### config.mk
export PLATFORM = sky130hd
export DESIGN_NAME = mc_controller
export DESIGN_NICKNAME = d
export VERILOG_FILES = /design/src/rtl/mc_pkg.sv /design/src/rtl/mc_aludec.sv /design/src/rtl/mc_controller.sv
export SDC_FILE = /design/constraint.sdc
export NUM_CORES = 1
export LEC_CHECK = 0
export BUFFER_PORTS_ARGS = -buffer_cell sky130_fd_sc_hd__buf_2
export CORE_MARGIN = 4
export CORE_UTILIZATION = 40
export DETAILED_ROUTE_END_ITERATION = 12
export PLACE_DENSITY = 0.76
export SLEW_MARGIN = 10
export SYNTH_ARGS = -nofsm -noshare
export SYNTH_HDL_FRONTEND = slang
export SYNTH_HIERARCHICAL = 1
export SYNTH_SLANG_ARGS = --single-unit
### constraint.sdc
create_clock -name clk -period 5.75 [get_ports clk]
set_input_delay 0.8625 -clock clk [delete_from_list [all_inputs] [get_ports clk]]
set_output_delay 0.8625 -clock clk [all_outputs]
set_load 0.02 [all_outputs]
### src/rtl/mc_pkg.sv
// ----------------------------------------------------------------------------
// mc_pkg
// Shared definitions for the multicycle MIPS control unit: state encodings,
// opcode and funct field values, the aluop type and the ALU control codes.
// ----------------------------------------------------------------------------
package mc_pkg;

    // Controller states. The encodings are visible on the debug state port,
    // so they are fixed. Codes 12-15 are unused and recover to FETCH.
    typedef enum logic [3:0] {
        FETCH   = 4'd0,
        DECODE  = 4'd1,
        MEMADR  = 4'd2,
        MEMRD   = 4'd3,
        MEMWB   = 4'd4,
        MEMWR   = 4'd5,
        RTYPEEX = 4'd6,
        ALUWB   = 4'd7,
        BEQEX   = 4'd8,
        ADDIEX  = 4'd9,
        ADDIWB  = 4'd10,
        JUMPEX  = 4'd11
    } state_e;

    // Opcodes (instr[31:26])
    localparam logic [5:0] OP_RTYPE = 6'b000000;
    localparam logic [5:0] OP_LW    = 6'b100011;
    localparam logic [5:0] OP_SW    = 6'b101011;
    localparam logic [5:0] OP_BEQ   = 6'b000100;
    localparam logic [5:0] OP_ADDI  = 6'b001000;
    localparam logic [5:0] OP_J     = 6'b000010;

    // R-type funct codes (instr[5:0])
    localparam logic [5:0] FN_ADD = 6'b100000;
    localparam logic [5:0] FN_SUB = 6'b100010;
    localparam logic [5:0] FN_AND = 6'b100100;
    localparam logic [5:0] FN_OR  = 6'b100101;
    localparam logic [5:0] FN_SLT = 6'b101010;

    // Coarse ALU operation requested by the FSM
    typedef logic [1:0] aluop_t;
    localparam aluop_t ALUOP_ADD   = 2'b00;
    localparam aluop_t ALUOP_SUB   = 2'b01;
    localparam aluop_t ALUOP_FUNCT = 2'b10;
    localparam aluop_t ALUOP_RSVD  = 2'b11;

    // ALU control codes
    localparam logic [2:0] ALUC_AND   = 3'b000;
    localparam logic [2:0] ALUC_OR    = 3'b001;
    localparam logic [2:0] ALUC_ADD   = 3'b010;
    localparam logic [2:0] ALUC_UNDEF = 3'b011;  // ALU yields 0
    localparam logic [2:0] ALUC_SUB   = 3'b110;
    localparam logic [2:0] ALUC_SLT   = 3'b111;

endpackage

### src/rtl/mc_aludec.sv
// ----------------------------------------------------------------------------
// mc_aludec
// Combinational ALU decoder: maps the FSM's aluop and the instruction funct
// field onto the 3-bit ALU control code.
// Ports:
//   aluop      in  2  coarse operation from the FSM
//   funct      in  6  instr[5:0], only consulted when aluop selects funct
//   alucontrol out 3  ALU operation code
// ----------------------------------------------------------------------------
module mc_aludec
    import mc_pkg::*;
(
    input  logic [1:0] aluop,
    input  logic [5:0] funct,
    output logic [2:0] alucontrol
);

    always_comb begin
        alucontrol = ALUC_ADD;
        case (aluop)
            ALUOP_ADD:  alucontrol = ALUC_ADD;
            ALUOP_SUB:  alucontrol = ALUC_SUB;
            ALUOP_FUNCT: begin
                case (funct)
                    FN_ADD:  alucontrol = ALUC_ADD;
                    FN_SUB:  alucontrol = ALUC_SUB;
                    FN_AND:  alucontrol = ALUC_AND;
                    FN_OR:   alucontrol = ALUC_OR;
                    FN_SLT:  alucontrol = ALUC_SLT;
                    // Unknown funct still completes as an R-type; the ALU
                    // produces 0 for this code and that value is written back.
                    default: alucontrol = ALUC_UNDEF;
                endcase
            end
            ALUOP_RSVD: alucontrol = ALUC_ADD;
            default:    alucontrol = ALUC_ADD;
        endcase
    end

endmodule

### src/rtl/mc_controller.sv
// ----------------------------------------------------------------------------
// mc_controller
// Moore control FSM for the multicycle MIPS datapath. Sequences each
// instruction through fetch/decode/execute/memory/writeback, one micro-step
// per clock, and drives every enable and mux select of the datapath.
// Ports:
//   clk        in  1  clock, rising edge
//   reset      in  1  asynchronous active-high, forces FETCH
//   op         in  6  instr[31:26]
//   funct      in  6  instr[5:0]
//   zero       in  1  ALU zero flag (current cycle)
//   iord       out 1  memory address: 0 = PC, 1 = ALUOut
//   memwrite   out 1  memory write strobe
//   irwrite    out 1  instruction register load
//   regdst     out 1  write register: 0 = rt, 1 = rd
//   memtoreg   out 1  writeback data: 0 = ALUOut, 1 = Data
//   regwrite   out 1  register file write enable
//   alusrca    out 1  ALU A: 0 = PC, 1 = A
//   alusrcb    out 2  ALU B: 00 = B, 01 = 4, 10 = SignImm, 11 = SignImm<<2
//   pcsrc      out 2  PC source: 00 = ALUResult, 01 = ALUOut, 10 = jump
//   alucontrol out 3  ALU operation code
//   pcen       out 1  PC enable = pcwrite | (branch & zero)
//   state      out 4  current state encoding (debug)
// ----------------------------------------------------------------------------
module mc_controller
    import mc_pkg::*;
(
    input  logic       clk,
    input  logic       reset,
    input  logic [5:0] op,
    input  logic [5:0] funct,
    input  logic       zero,
    output logic       iord,
    output logic       memwrite,
    output logic       irwrite,
    output logic       regdst,
    output logic       memtoreg,
    output logic       regwrite,
    output logic       alusrca,
    output logic [1:0] alusrcb,
    output logic [1:0] pcsrc,
    output logic [2:0] alucontrol,
    output logic       pcen,
    output logic [3:0] state
);

    // Plain 4-bit register rather than the enum type so that the unused
    // codes 12-15 are representable and can be steered back to FETCH.
    logic [3:0] state_reg;
    logic [3:0] state_next;
    logic       pcwrite;
    logic       branch;
    logic [1:0] aluop;

    always_ff @(posedge clk or posedge reset) begin
        if (reset)
            state_reg <= FETCH;
        else
            state_reg <= state_next;
    end

    // Next-state logic. op is only looked at in DECODE and MEMADR, where the
    // instruction register is guaranteed stable.
    always_comb begin
        state_next = FETCH;
        case (state_reg)
            FETCH:   state_next = DECODE;
            DECODE: begin
                case (op)
                    OP_LW, OP_SW: state_next = MEMADR;
                    OP_RTYPE:     state_next = RTYPEEX;
                    OP_BEQ:       state_next = BEQEX;
                    OP_ADDI:      state_next = ADDIEX;
                    OP_J:         state_next = JUMPEX;
                    default:      state_next = FETCH;  // unsupported: no-op
                endcase
            end
            MEMADR:  state_next = (op == OP_SW) ? MEMWR : MEMRD;
            MEMRD:   state_next = MEMWB;
            RTYPEEX: state_next = ALUWB;
            ADDIEX:  state_next = ADDIWB;
            default: state_next = FETCH;  // terminal states and illegal codes
        endcase
    end

    // Moore output decode; everything not named for a state stays 0.
    always_comb begin
        iord     = 1'b0;
        memwrite = 1'b0;
        irwrite  = 1'b0;
        regdst   = 1'b0;
        memtoreg = 1'b0;
        regwrite = 1'b0;
        alusrca  = 1'b0;
        alusrcb  = 2'b00;
        pcsrc    = 2'b00;
        pcwrite  = 1'b0;
        branch   = 1'b0;
        aluop    = ALUOP_ADD;
        case (state_reg)
            FETCH: begin
                irwrite = 1'b1;
                alusrcb = 2'b01;
                pcwrite = 1'b1;
            end
            DECODE:  alusrcb = 2'b11;  // precompute branch target
            MEMADR: begin
                alusrca = 1'b1;
                alusrcb = 2'b10;
            end
            MEMRD:   iord = 1'b1;
            MEMWB: begin
                regwrite = 1'b1;
                memtoreg = 1'b1;
            end
            MEMWR: begin
                iord     = 1'b1;
                memwrite = 1'b1;
            end
            RTYPEEX: begin
                alusrca = 1'b1;
                aluop   = ALUOP_FUNCT;
            end
            ALUWB: begin
                regdst   = 1'b1;
                regwrite = 1'b1;
            end
            BEQEX: begin
                alusrca = 1'b1;
                aluop   = ALUOP_SUB;
                pcsrc   = 2'b01;
                branch  = 1'b1;
            end
            ADDIEX: begin
                alusrca = 1'b1;
                alusrcb = 2'b10;
            end
            ADDIWB:  regwrite = 1'b1;
            JUMPEX: begin
                pcsrc   = 2'b10;
                pcwrite = 1'b1;
            end
            default: ;
        endcase
    end

    mc_aludec u_aludec (
        .aluop      (aluop),
        .funct      (funct),
        .alucontrol (alucontrol)
    );

    // Branch decision is combinational on the current zero flag.
    assign pcen  = pcwrite | (branch & zero);
    assign state = state_reg;

endmodule
---- Word level (Yosys, flattened, before mapping) ----
Cells that the tools add are included.
storage, ports and cells
  register bits ........................... 4
  bits in latches ......................... 0
  memory bits (writable) .................. 0
  memory bits (read-only) ................. 0
  input bits .............................. 15
  output and inout bits ................... 19
  logic and storage cells ................. 54
  memories ................................ 0
cells by class
  add/sub/neg operators ................... 0
  multiply operators ...................... 0
  div/mod/pow operators ................... 0
  order comparisons ....................... 0
  eq/ne operators ......................... 24
  shifts and indexed selects .............. 0
  muxes and demuxes ....................... 17
  bitwise gates (word level) .............. 2
  reduce and logical (&&, ||, !) cells .... 10
operators by type and width
  kind                                                                    number
  6-bit equality test (second input constant)                             7
  4-bit case mux with 6 select lines                                      1
  4-bit case mux with 5 select lines                                      1
  4-bit by 3-bit equality test with 1-bit output (second input constant)  4
  4-bit equality test (second input constant)                             4
  3-bit case mux with 5 select lines                                      1
  2-bit OR reduction                                                      5
  1-bit two-way mux                                                       9
  3-bit case mux with 3 select lines                                      1
  4-bit by 2-bit equality test with 1-bit output (second input constant)  2
  2-bit case mux with 2 select lines                                      2
  6-bit by 2-bit equality test with 1-bit output (second input constant)  1
  6-bit by 3-bit equality test with 1-bit output (second input constant)  1
  6-bit by 4-bit equality test with 1-bit output (second input constant)  1
  6-bit zero test                                                         1
  2-bit case mux with 3 select lines                                      1
  2-bit equality test (second input constant)                             2
  4-bit by 1-bit equality test with 1-bit output (second input constant)  1
  4-bit zero test                                                         1
  4-bit OR reduction                                                      1
  3-bit two-way mux                                                       1
  3-bit OR reduction                                                      1
  2-bit by 1-bit equality test with 1-bit output (second input constant)  1
  2-bit zero test                                                         1
  2 further kinds                                                         2

---- Logic depth before layout (Yosys ltp) ----
Gate-level depths: netlist of run 1.
  depth after elaboration ................. 5
  mapped depth ............................ 8
  gate-level depth less buffers ........... 7

---- By module ----
The synthesis of run 1 kept the hierarchy.
modules (own cells, without submodules)
  module         instances  cells each  area an instance (um^2)  sequential area each (um^2)
  mc_controller  1          62          416.6                    100.1
  mc_aludec      1          13          102.6                    0.0

---- Worst setup path after synthesis of run 1 ----
No wires, ideal clock.
  kind .................................... flip-flop to output port
  start ................................... reg state_reg[3] (netlist: state[3])
  end ..................................... out alucontrol[1]
  data arrival time ....................... 1.896 ns
  required time ........................... 4.888 ns
  path slack .............................. 2.991 ns
  stages on the path, launching flop included .. 8
  path buffers ............................ 1
  path through ............................ dfrtp_1 > clkbuf_1 > nand2b_1 > nor3_1 > inv_1 > ha_1 > nor4b_1 > a21oi_1
between the ends
  word-level cells in the longest chain between the ends .. 5
  elaborated cells between the ends (all ways) .. 9
  classes of those cells .................. eq/ne (5); mux (2); reduce/logical (2)
ends and longest elaborated chain
  what                                                                                   line                  RTL
  start, declared                                                                        mc_controller.sv:49   logic [3:0] state_reg;
  start signal, assigned                                                                 mc_controller.sv:59   state_reg <= state_next;
  4-bit equality test or 4-bit by 3-bit equality test with 1-bit output (tied branches)  mc_controller.sv:100  case (state_reg)
  2-bit case mux with 2 select lines (*)                                                 mc_controller.sv:100
  named net aluop[0]                                                                     mc_controller.sv:53   logic [1:0] aluop;
  2-bit equality test or 2-bit zero test (tied branches)                                 mc_aludec.sv:20       case (aluop)
  2-bit OR reduction (no line)                                                           -
  3-bit case mux with 3 select lines (*)                                                 mc_aludec.sv:20
  end, declared                                                                          mc_controller.sv:42   output logic [2:0] alucontrol,
Mark *: on every way through the listed nets, which the timed path passes. The rest lies on a longest branch.

---- Final worst setup path of run 1 ----
  start ................................... reg state_reg[2] (netlist: state[2])
  end ..................................... out alucontrol[1]
Same word-level chain as after synthesis.

==> results.sh, run 1 <==
export IMPL_first_pass_iters=4
export IMPL_cts_max_path_buffers=2
export IMPL_maxCapViolCount=0
export IMPL_vias=636
export IMPL_start_kind="register"
export IMPL_grt_usage=0.1521
export IMPL_n_antenna_cell=0
export IMPL_grt_pass1_vias=548
export IMPL_htreeDepth=1
export IMPL_clock_skew_final_ns=0.004634
export IMPL_gr_total_overflow=0
export IMPL_place_gp_congestion=0.7723
export IMPL_worst_setup_path_type="reg -> out"
export IMPL_holdBufCountCts=0
export IMPL_antenna_found_initial=0
export IMPL_tightest_slew_ns=0.4655
export IMPL_core_area_sq_um=1171
export IMPL_hold_class="in -> async"
export IMPL_port_buffers=33
export IMPL_rsz0062_at_grt="no"
export IMPL_clk_latency_ns=0.24
export IMPL_initial_core_util=0.4434
export IMPL_worst_endpoint_required_ns=4.89
export IMPL_synthCells=75
export IMPL_die_w_um=44.03
export IMPL_avgRoutedWirePerCell_um=11.56
export IMPL_cts_buffers=3
export IMPL_ys_seq_elements=4
export IMPL_wl_um=1387
export IMPL_vias_per_cell=5.300
export IMPL_setup_viol=0
export IMPL_post_cts_resized=0
export IMPL_powerDensity_nw_per_um2=383.4
export IMPL_avgSynthCellArea_sq_um=6.923
export IMPL_crit_path_end_kind="primary output"
export IMPL_yosysWarnings=6
export IMPL_crit_fanout=13
export IMPL_final_cells=120
export IMPL_postCtsSetupBuffers=0
export IMPL_fp_dieH_um=44.03
export IMPL_netlist_cell_type_count=28
export IMPL_finish_utilization=0.5994
export IMPL_status="completed"
export IMPL_netlist_area_sq_um=519.2
export IMPL_largest_register_ffs=4
export IMPL_die_area_sq_um=1939
export IMPL_cts_tree="built"
export IMPL_cts_root_buf="clkbuf_4"
export IMPL_crit_arrival_ns=2.25
export IMPL_hold_viol_final=0
export IMPL_max_slew_margin_rel=0.6896
export IMPL_min_period_over_period=0.5410
export IMPL_ant_nets=0
export IMPL_tns_ns=0
export IMPL_clk_pin_slew_ns=0.04
export IMPL_nets=125
export IMPL_grt_max_degree=17
export IMPL_yosysSeqAreaShare=0.1928
export IMPL_max_freq_ghz=0.3215
export IMPL_drive_gt1_frac=0.3585
export IMPL_grt_pass1_wl_um=2270
export IMPL_p_leak_nw=0.3461
export IMPL_min_period_ns=3.111
export IMPL_ir_worst_vdd_v=0.0002037
export IMPL_syn_nets=92
export IMPL_dp_cells=117
export IMPL_pin_count=34
export IMPL_place_hpwl_um=1100
export IMPL_drc=0
export IMPL_hold_ws_ns=0.4883
export IMPL_clock_sinks=4
export IMPL_num_rows=12
export IMPL_drtIter0Drc=11
export IMPL_final_max_slew_viol_count=0
export IMPL_syn_to_final_growth_pct=35.18
## through the flow
| stage | area [sq um] | setup WS (ns) | power (mW) |
|---|---|---|---|
| final | 701.9 | 2.639 | 0.2691 |
| after global routing | 701.9 | 2.482 | 0.2917 |
| after CTS | 701.9 | 2.644 | 0.2718 |
| after detailed placement | 679.4 | 2.902 | 0.2343 |
| after global placement | 679.4 | 2.964 | 0.2331 |
| after floorplan | 519.2 | 2.991 | 0.1811 |
## synthesized netlist by cell type
cell       n  area (sq um)
a21boi_0   1         7.510
a21oi_1    6         30.03
a221oi_1   1         8.760
and3_1     2         12.51
buf_2      2         10.01
clkbuf_1   2         7.510
clkbuf_2   1         5.000
dfrtp_1    4         100.1
ha_1       2         25.02
inv_1      6         22.52
nand2_1    5         18.77
nand2b_1   4         25.02
nand3_1    3         15.01
nand4_1    1         6.260
nand4bb_1  1         11.26
nor2_1     9         33.78
nor3_1     8         40.04
nor3b_1    1         7.510
nor4_1     2         12.51
nor4b_1    1         8.760
nor4b_2    1         15.01
o2111ai_1  1         8.760
o21ai_0    3         15.01
o221ai_1   1         8.760
o22ai_1    2         12.51
o31a_1     1         8.760
o32ai_2    1         16.27
xor2_1     3         26.28
## critical path, cell delays in order (launching register included)
cell      delay, ns
dfrtp_1        0.50
nand2b_1       0.29
nor3_1         0.25
inv_1          0.08
ha_1           0.34
nor4b_1        0.29
a21oi_1        0.10
buf_2          0.17
## logic make-up (layout without fill, tap and decap cells)
family | count (synthesis) | count (layout) | synth area share
buffers and inverters | 11 | 42 | 0.08674
and+or+nand+nor | 38 | 38 | 0.3976
adders and majority gates | 2 | 2 | 0.04819
xor gates and xnor gates | 3 | 3 | 0.05061
AOI/OAI and AO/OA | 17 | 17 | 0.2241
DFF | 4 | 4 | 0.1928
## power breakdown
| part | switching, mW | internal, mW | leakage [nW] |
|---|---|---|---|
| registers | 0.0303 | 0.0360 | 0.0530 |
| clock network | 0.0129 | 0.0234 | 0.0138 |
| logic | 0.104 | 0.0622 | 0.279 |
## placed cells by master (no fill, tap or decap)
master | netlist | routed
buf_2 | 2 | 33
nor2_1 | 9 | 9
nor3_1 | 8 | 8
inv_1 | 6 | 6
a21oi_1 | 6 | 6
nand2_1 | 5 | 5
nand2b_1 | 4 | 4
dfrtp_1 | 4 | 4
nand3_1 | 3 | 3
xor2_1 | 3 | 3
o21ai_0 | 3 | 3
clkbuf_4 | 0 | 3
nor4_1 | 2 | 2
and3_1 | 2 | 2
o22ai_1 | 2 | 2
ha_1 | 2 | 2
nand4_1 | 1 | 1
o2111ai_1 | 1 | 1
o221ai_1 | 1 | 1
a221oi_1 | 1 | 1
o31a_1 | 1 | 1
nor4b_2 | 1 | 1
nor3b_1 | 1 | 1
a21boi_0 | 1 | 1
nand4bb_1 | 1 | 1
o32ai_2 | 1 | 1
nor4b_1 | 1 | 1
## per-layer routing
layer,vias up,routed length [um],part of all wire,track usage
li1,337,-,-,-
met1,279,594,0.43,0.1845
met2,20,666,0.48,0.2500
met3,0,126,0.091,0.06098
met4,0,0,0,0.03614
met5,-,0,0,0
## path summary, 6_finish.rpt
kind,from,end,slack [ns],depth (start not counted)
worst min register to register,state[3]$_DFF_PP0_,state[0]$_DFF_PP0_,0.61,1
worst max register to register,state[0]$_DFF_PP0_,state[1]$_DFF_PP0_,4.41,3
min in group clk,state[3]$_DFF_PP0_,state[0]$_DFF_PP0_,0.61,1
max in group asynchronous,reset,state[3]$_DFF_PP0_,5.11,2
worst min-delay path,reset,state[0]$_DFF_PP0_,0.49,2
worst max-delay path,state[2]$_DFF_PP0_,alucontrol[1],2.64,7
## cell type report
cell class | instances | area (sq um)
Timing Repair Buffer | 33 | 165.2
Clock buffer | 3 | 22.52
Sequential cell | 4 | 100.1
Multi-Input combinational cell | 60 | 374.1
Tap cell | 14 | 17.52
Fill cell | 119 | 469.2
Inverter | 6 | 22.52
Power figures use the tool's default switching activity.
==> run 2, diff against run 1 <==
--- a/config.mk
+++ b/config.mk
@@ -5,11 +5,12 @@
 export SDC_FILE = /design/constraint.sdc
 export NUM_CORES = 1
 export LEC_CHECK = 0
+export ABC_AREA = 1
 export BUFFER_PORTS_ARGS = -buffer_cell sky130_fd_sc_hd__buf_2
 export CORE_MARGIN = 4
 export CORE_UTILIZATION = 40
 export DETAILED_ROUTE_END_ITERATION = 12
-export PLACE_DENSITY = 0.76
+export PLACE_DENSITY = 0.74
 export SLEW_MARGIN = 10
 export SYNTH_ARGS = -nofsm -noshare
 export SYNTH_HDL_FRONTEND = slang
==> constraint.sdc (replaced) <==
create_clock -name clk -period 3.23 [get_ports clk]
set_input_delay 0.4845 -clock clk [delete_from_list [all_inputs] [get_ports clk]]
set_output_delay 0.4845 -clock clk [all_outputs]
set_load 0.02 [all_outputs]
==> run 2 against run 1 <==
  * Area after synthesis grew 6.0%
  * Via count grew 11%
  * Cell count grew 28%
  * Critical path type unchanged
  * Largest power group unchanged
==> results.sh, run 2 <==
export IMPL_max_freq_ghz=0.4388
export IMPL_powerDensity_nw_per_um2=646.7
export IMPL_synth_common_cells="25 x nand2_1, 23 x inv_1, 22 x nor2_1"
export IMPL_core_area_sq_um=1301
export IMPL_total_power_uw=489.5
export IMPL_multi_input_area_sq_um=360.3
export IMPL_min_period_over_period=0.7056
export IMPL_critPathBufInv=3
export IMPL_tns_ns=0
export IMPL_initial_core_util=0.4231
export IMPL_avgSynthCellArea_sq_um=5.397
export IMPL_clk_pin_slew_ns=0.04
export IMPL_grt_pass1_vias=613
export IMPL_swShare=0.5633
export IMPL_synthCells=102
export IMPL_netlist_area_sq_um=550.5
export IMPL_yosys_cell_count_top_type="nand2_1"
export IMPL_maxCapViolCount=0
export IMPL_status="completed"
export IMPL_p_clk_frac=0.130
export IMPL_num_rows=13
export IMPL_netlist_cell_type_count=18
export IMPL_gr_total_overflow=0
export IMPL_grt_usage=0.1569
export IMPL_syn_to_final_growth_pct=37.50
export IMPL_ys_async_sr_fraction=1.000
export IMPL_cp_slowest_cell="dfrtp_1"
export IMPL_nets=157
export IMPL_pin_count=34
export IMPL_nFillCells=152
export IMPL_p_int_uw=213.8
export IMPL_synth_ff_type="dfrtp_1"
export IMPL_wl_um=1381
export IMPL_drive_gt1_frac=0.3261
export IMPL_n_antenna_cell=0
export IMPL_fp_dieH_um=45.10
export IMPL_yosysSeqAreaShare=0.1818
export IMPL_cts_buffers=3
export IMPL_min_period_ns=2.279
export IMPL_yosys_area_top_type="dfrtp_1"
export IMPL_vias=704
export IMPL_worstPathCellList="nor2_1, inv_1, nor2_1, inv_1, ha_1, nor2_1, nand2_1, buf_2"
export IMPL_port_buffers=33
export IMPL_worst_endpoint_required_ns=2.75
export IMPL_cts_max_path_buffers=2
export IMPL_setup_viol=0
export IMPL_hold_viol_final=0
export IMPL_ir_worst_vdd_v=0.0002435
export IMPL_final_cell_mix="33 x buf_2, 25 x nand2_1, 23 x inv_1, 22 x nor2_1, 8 x nand3_1"
export IMPL_postCtsSetupBuffers=0
export IMPL_post_cts_resized=0
export IMPL_grt_pass1_wl_um=2408
export IMPL_syn_nets=119
export IMPL_seq_power_share=0.177
export IMPL_clock_skew_final_ns=0.008288
export IMPL_place_gp_congestion=0.8869
export IMPL_layout_commonest_cell="buf_2"
export IMPL_max_slew_margin_rel=0.8132
export IMPL_final_max_slew_viol_count=0
export IMPL_vias_per_cell=4.601
export IMPL_clk_latency_ns=0.24
export IMPL_crit_fanout=8
export IMPL_cpMostUsedCell="nor2_1"
export IMPL_synth_top_cell_area_share=0.1818
export IMPL_cts_root_buf="clkbuf_4"
export IMPL_place_hpwl_um=1245
export IMPL_cpLargestDelayFamily="simple AND/OR/NAND/NOR gates"
export IMPL_max_stage_delay_ns=0.44
export IMPL_ant_nets=0
export IMPL_htreeDepth=1
export IMPL_synth_area_leaders="dfrtp_1 18%, nand2_1 17%, inv_1 16%"
export IMPL_tightest_slew_ns=0.2791
export IMPL_drtIter0Drc=4
export IMPL_clock_sinks=4
export IMPL_p_leak_nw=0.4919
export IMPL_die_area_sq_um=2034
export IMPL_antenna_found_initial=0
export IMPL_ys_seq_elements=4
export IMPL_avgRoutedWirePerCell_um=9.026
export IMPL_netSwitchingPower_uw=275.8
export IMPL_start_kind="register"
export IMPL_drc=0
export IMPL_first_pass_iters=4
export IMPL_die_w_um=45.10
export IMPL_worst_setup_path_type="reg -> out"
export IMPL_rsz0062_at_grt="no"
export IMPL_yosysWarnings=6
export IMPL_power_frac_comb=0.693
export IMPL_largest_register_ffs=4
export IMPL_holdBufCountCts=0
export IMPL_regArea_sq_um=100.1
export IMPL_crit_arrival_ns=1.79
export IMPL_crit_path_end_kind="primary output"
export IMPL_synth_edff_count=0
export IMPL_grt_max_degree=9
export IMPL_hold_class="in -> async"
export IMPL_cts_tree="built"
==> run 2: changes by cell type in the layout (fill, tap and decap cells not counted), sizes merged, moves of 4 or more <==
cell    previous run  this run
nor3               8         0
inv                6        24
nand3              3         9
nand2              5        27
nand2b             4         0
nor2               9        26
==> run 2: routing by layer <==
layer | track usage | part of all wire | vias to the layer above
met1 | 0.1864 | 0.42 | 291
li1 | - | - | 381
met5 | 0 | 0 | -
met2 | 0.2740 | 0.48 | 28
met3 | 0.02390 | 0.083 | 4
met4 | 0.07018 | 0.019 | 0
==> run 2: final timing paths <==
kind | from | end | slack [ns] | cells after the start
setup / recovery | state[1]$_DFF_PP0_ | alucontrol[1] | 0.95 | 8
hold / removal | reset | state[1]$_DFF_PP0_ | 0.12 | 2
setup reg to reg | state[2]$_DFF_PP0_ | state[2]$_DFF_PP0_ | 2.14 | 5
hold reg to reg | state[3]$_DFF_PP0_ | state[0]$_DFF_PP0_ | 0.66 | 3
max in group asynchronous | reset | state[3]$_DFF_PP0_ | 2.94 | 2
min in group clk | op[3] | state[3]$_DFF_PP0_ | 0.59 | 4
==> run 2: kinds of logic (layout without fill, tap and decap cells) <==
family / after synthesis / count (layout) / synth area share
AOI/OAI and AO/OA: 7 / 7 / 0.07273
DFF: 4 / 4 / 0.1818
and+or+nand+nor: 65 / 65 / 0.5364
adders and majority gates: 2 / 2 / 0.04545
buffers and inverters: 24 / 60 / 0.1636
==> run 2: power groups by stage <==
stage / Clock [mW] / Sequential, mW / Combinational (mW)
floorplan: 0 / 0.105 / 0.215
global placement: 0 / 0.0867 / 0.336
detailed placement: 0 / 0.0872 / 0.342
CTS: 0.0648 / 0.0865 / 0.343
global route: 0.0698 / 0.0891 / 0.376
finish: 0.0636 / 0.0867 / 0.339
==> run 2: metrics by stage <==
| step | setup WS (ns) | std cells | instance area [sq um] | hold WS, ns | utilization |
|---|---|---|---|---|---|
| 2_1_floorplan | 1.165 | 102 | 550.5 | 0.2506 | - |
| 3_3_place_gp | 1.257 | 150 | 734.5 | 0.3655 | 0.5644 |
| 3_5_place_dp | 1.199 | 150 | 734.5 | 0.3765 | 0.5644 |
| 4_1_cts | 0.9411 | 153 | 757.0 | 0.1222 | 0.5817 |
| 5_1_grt | 0.7576 | 153 | 757.0 | 0.1212 | 0.5817 |
| 6_report | 0.9510 | 153 | 757.0 | 0.1214 | 0.5817 |
==> run 2: area by class of cell <==
class | instances | share of cell area
multi-input cells | 74 | 0.4760
well taps | 15 | 0.02479
flip-flops and latches | 4 | 0.1322
inverters | 24 | 0.1190
repair buffers | 33 | 0.2182
clock buffers | 3 | 0.02975
==> run 3, diff against run 2 <==
--- a/config.mk
+++ b/config.mk
@@ -5,12 +5,12 @@
 export SDC_FILE = /design/constraint.sdc
 export NUM_CORES = 1
 export LEC_CHECK = 0
-export ABC_AREA = 1
+export ABC_AREA = 0
 export BUFFER_PORTS_ARGS = -buffer_cell sky130_fd_sc_hd__buf_2
 export CORE_MARGIN = 4
-export CORE_UTILIZATION = 40
+export CORE_UTILIZATION = 36
 export DETAILED_ROUTE_END_ITERATION = 12
-export PLACE_DENSITY = 0.74
+export PLACE_DENSITY = 0.72
 export SLEW_MARGIN = 10
 export SYNTH_ARGS = -nofsm -noshare
 export SYNTH_HDL_FRONTEND = slang
==> constraint.sdc (replaced) <==
create_clock -name clk -period 2 [get_ports clk]
set_input_delay 0.3 -clock clk [delete_from_list [all_inputs] [get_ports clk]]
set_output_delay 0.3 -clock clk [all_outputs]
set_load 0.02 [all_outputs]
==> run 3 against run 2 <==
  * The run now ends with setup timing left
  * Power rose by 93%
  * Clock skew fell by 0.0050 ns
  * Clock-buffer cell count rose by 1
  * Clock power rose by 78%
  * Cell count fell by 10%
  * Highest routed layer unchanged
==> results.sh, run 3 (synthesized netlist as in run 1, its figures left out) <==
export IMPL_status="finished with violations"
export IMPL_violations="setup timing"
export IMPL_final_max_slew_viol_count=0
export IMPL_placed_cell_area_sq_um=744.5
export IMPL_crit_arrival_ns=1.72
export IMPL_p_int_uw=453.3
export IMPL_r2r_end="state[1]$_DFF_PP0_"
export IMPL_cts_buffers=3
export IMPL_place_hpwl_um=1211
export IMPL_crit_fanout=5
export IMPL_worst_endpoint_required_ns=1.70
export IMPL_powerDensity_nw_per_um2=1018
export IMPL_place_gp_congestion=0.8218
export IMPL_n_antenna_cell=0
export IMPL_syn_to_final_growth_pct=78.31
export IMPL_first_pass_iters=4
export IMPL_max_stage_delay_ns=0.44
export IMPL_drtIter0Drc=12
export IMPL_fp_dieH_um=45.98
export IMPL_initial_core_util=0.3893
export IMPL_clock_skew_final_ns=0.003269
export IMPL_core_area_sq_um=1334
export IMPL_final_cell_mix="31 x buf_2, 14 x buf_4, 8 x nor2_1, 7 x nor3_1, 5 x a21oi_1"
export IMPL_layout_commonest_cell="buf_2"
export IMPL_largest_register_ffs=4
export IMPL_tightest_slew_ns=0.3810
export IMPL_max_slew_margin_rel=0.7454
export IMPL_power_frac_comb=0.717
export IMPL_grt_max_degree=13
export IMPL_grt_pass1_vias=677
export IMPL_ant_nets=0
export IMPL_maxCapViolCount=0
export IMPL_hold_viol_final=0
export IMPL_fin_area_sq_um=925.9
export IMPL_swShare=0.5192
export IMPL_finish_utilization=0.6942
export IMPL_rr_startpoint="state[2]$_DFF_PP0_"
export IMPL_start_kind="register"
export IMPL_rrSetupSlack_ns=0.73
export IMPL_nFillCells=109
export IMPL_cts_tree="built"
export IMPL_finalWorstSetupSlack_ns=-0.02361
export IMPL_min_period_over_period=1.012
export IMPL_drc=0
export IMPL_worst_setup_path_type="reg -> out"
export IMPL_antenna_found_initial=0
export IMPL_hold_class="in -> reg"
export IMPL_die_w_um=45.98
export IMPL_setup_worst_path_end="alucontrol[1]"
export IMPL_pin_count=34
export IMPL_p_leak_nw=0.4392
export IMPL_cpLargestDelayFamily="simple AND/OR/NAND/NOR gates"
export IMPL_clk_pin_slew_ns=0.04
export IMPL_seq_power_share=0.164
export IMPL_crit_path_end_kind="primary output"
export IMPL_ir_worst_vdd_v=0.0005408
export IMPL_avgRoutedWirePerCell_um=13.99
export IMPL_wl_um=1916
export IMPL_drive_gt1_frac=0.5492
export IMPL_rsz0062_at_grt="yes"
export IMPL_grt_pass1_wl_um=2691
export IMPL_crit_cells=7
export IMPL_num_rows=13
export IMPL_crit_start="state[0]$_DFF_PP0_"
export IMPL_setup_viol=2
export IMPL_die_area_sq_um=2114
export IMPL_critPathBufInv=2
export IMPL_nets=140
export IMPL_clock_sinks=4
export IMPL_clk_latency_ns=0.24
export IMPL_worstPathCellList="nand2b_4, nor2_4, inv_2, ha_4, nor4b_4, a21oi_2, buf_6"
export IMPL_p_clk_frac=0.120
export IMPL_vias=765
export IMPL_cts_root_buf="clkbuf_4"
export IMPL_vias_per_cell=5.584
export IMPL_grt_usage=0.1794
export IMPL_netSwitchingPower_uw=489.4
export IMPL_max_freq_ghz=0.4942
export IMPL_port_buffers=33
export IMPL_htreeDepth=1
export IMPL_worstRegToRegCells=4
export IMPL_min_period_ns=2.024
export IMPL_gr_total_overflow=0
export IMPL_cp_slowest_cell="dfrtp_2"
export IMPL_cts_max_path_buffers=2
run 3: metal layers:
metal | GRT usage | up-vias | part of all wire
met5 | 0 | - | 0
met4 | 0.1477 | 0 | 0.033
met3 | 0.01581 | 7 | 0.060
met2 | 0.3049 | 30 | 0.48
met1 | 0.1972 | 361 | 0.43
li1 | - | 367 | -
run 3: repair_timing:
item                                    4_1_cts  5_1_grt
pin swaps                                     5        3
setup buffers                                 3        5
endpoints found under the hold margin         4        0
gates cloned                                  0        0
resized for setup                            10        9
hold buffers                                  1        0
endpoints found under the setup margin        2        2
run 3: power by group through the flow:
stage,sequential (mW),combinational [mW],clock (mW)
global route,0.160,0.732,0.125
global placement,0.136,0.592,0
floorplan,0.167,0.368,0
CTS,0.149,0.632,0.116
finish,0.154,0.675,0.113
detailed placement,0.137,0.593,0
run 3: final cells by class:
type / instances / area, sq um / area share
clock buffers: 4 / 26.28 / 0.02838
inverters: 6 / 25.02 / 0.02703
multi-input cells: 60 / 459.2 / 0.4959
flip-flops and latches: 4 / 103.9 / 0.1122
well taps: 15 / 18.77 / 0.02027
repair buffers: 48 / 292.8 / 0.3162
run 3: worst min-delay path: cells and delay by family:
family | cells | cell delay (ns)
buffers and inverters | 1 | 0.10
AO/OA/AOI/OAI | 1 | 0.06
AND/OR/NAND/NOR | 2 | 0.14
run 3: worst min-delay path by stage:
stage | from | endpoint | cells past startpoint
finish | op[5] | state[0]$_DFF_PP0_ | 4
global route | op[4] | state[2]$_DFF_PP0_ | 3
CTS | op[5] | state[0]$_DFF_PP0_ | 4
detailed placement | reset | state[2]$_DFF_PP0_ | 2
global placement | reset | state[2]$_DFF_PP0_ | 2
floorplan | reset | state[2]$_DFF_PP0_ | 1
run 3: through the flow:
| stage | hold WS, ns | cells | total power [mW] | TNS (ns) | setup slack (ns) |
|---|---|---|---|---|---|
| 4_1_cts | 0.4049 | 132 | 0.8977 | -0.08680 | -0.08165 |
| 3_5_place_dp | 0.1788 | 124 | 0.7300 | 0 | 0.04834 |
| 5_1_grt | 0.4194 | 137 | 1.017 | -0.1895 | -0.1107 |
| 2_1_floorplan | 0.06588 | 75 | 0.5354 | 0 | 0.02277 |
| 3_3_place_gp | 0.1780 | 124 | 0.7283 | 0 | 0.1105 |
| 6_report | 0.4121 | 137 | 0.9426 | -0.02642 | -0.02361 |
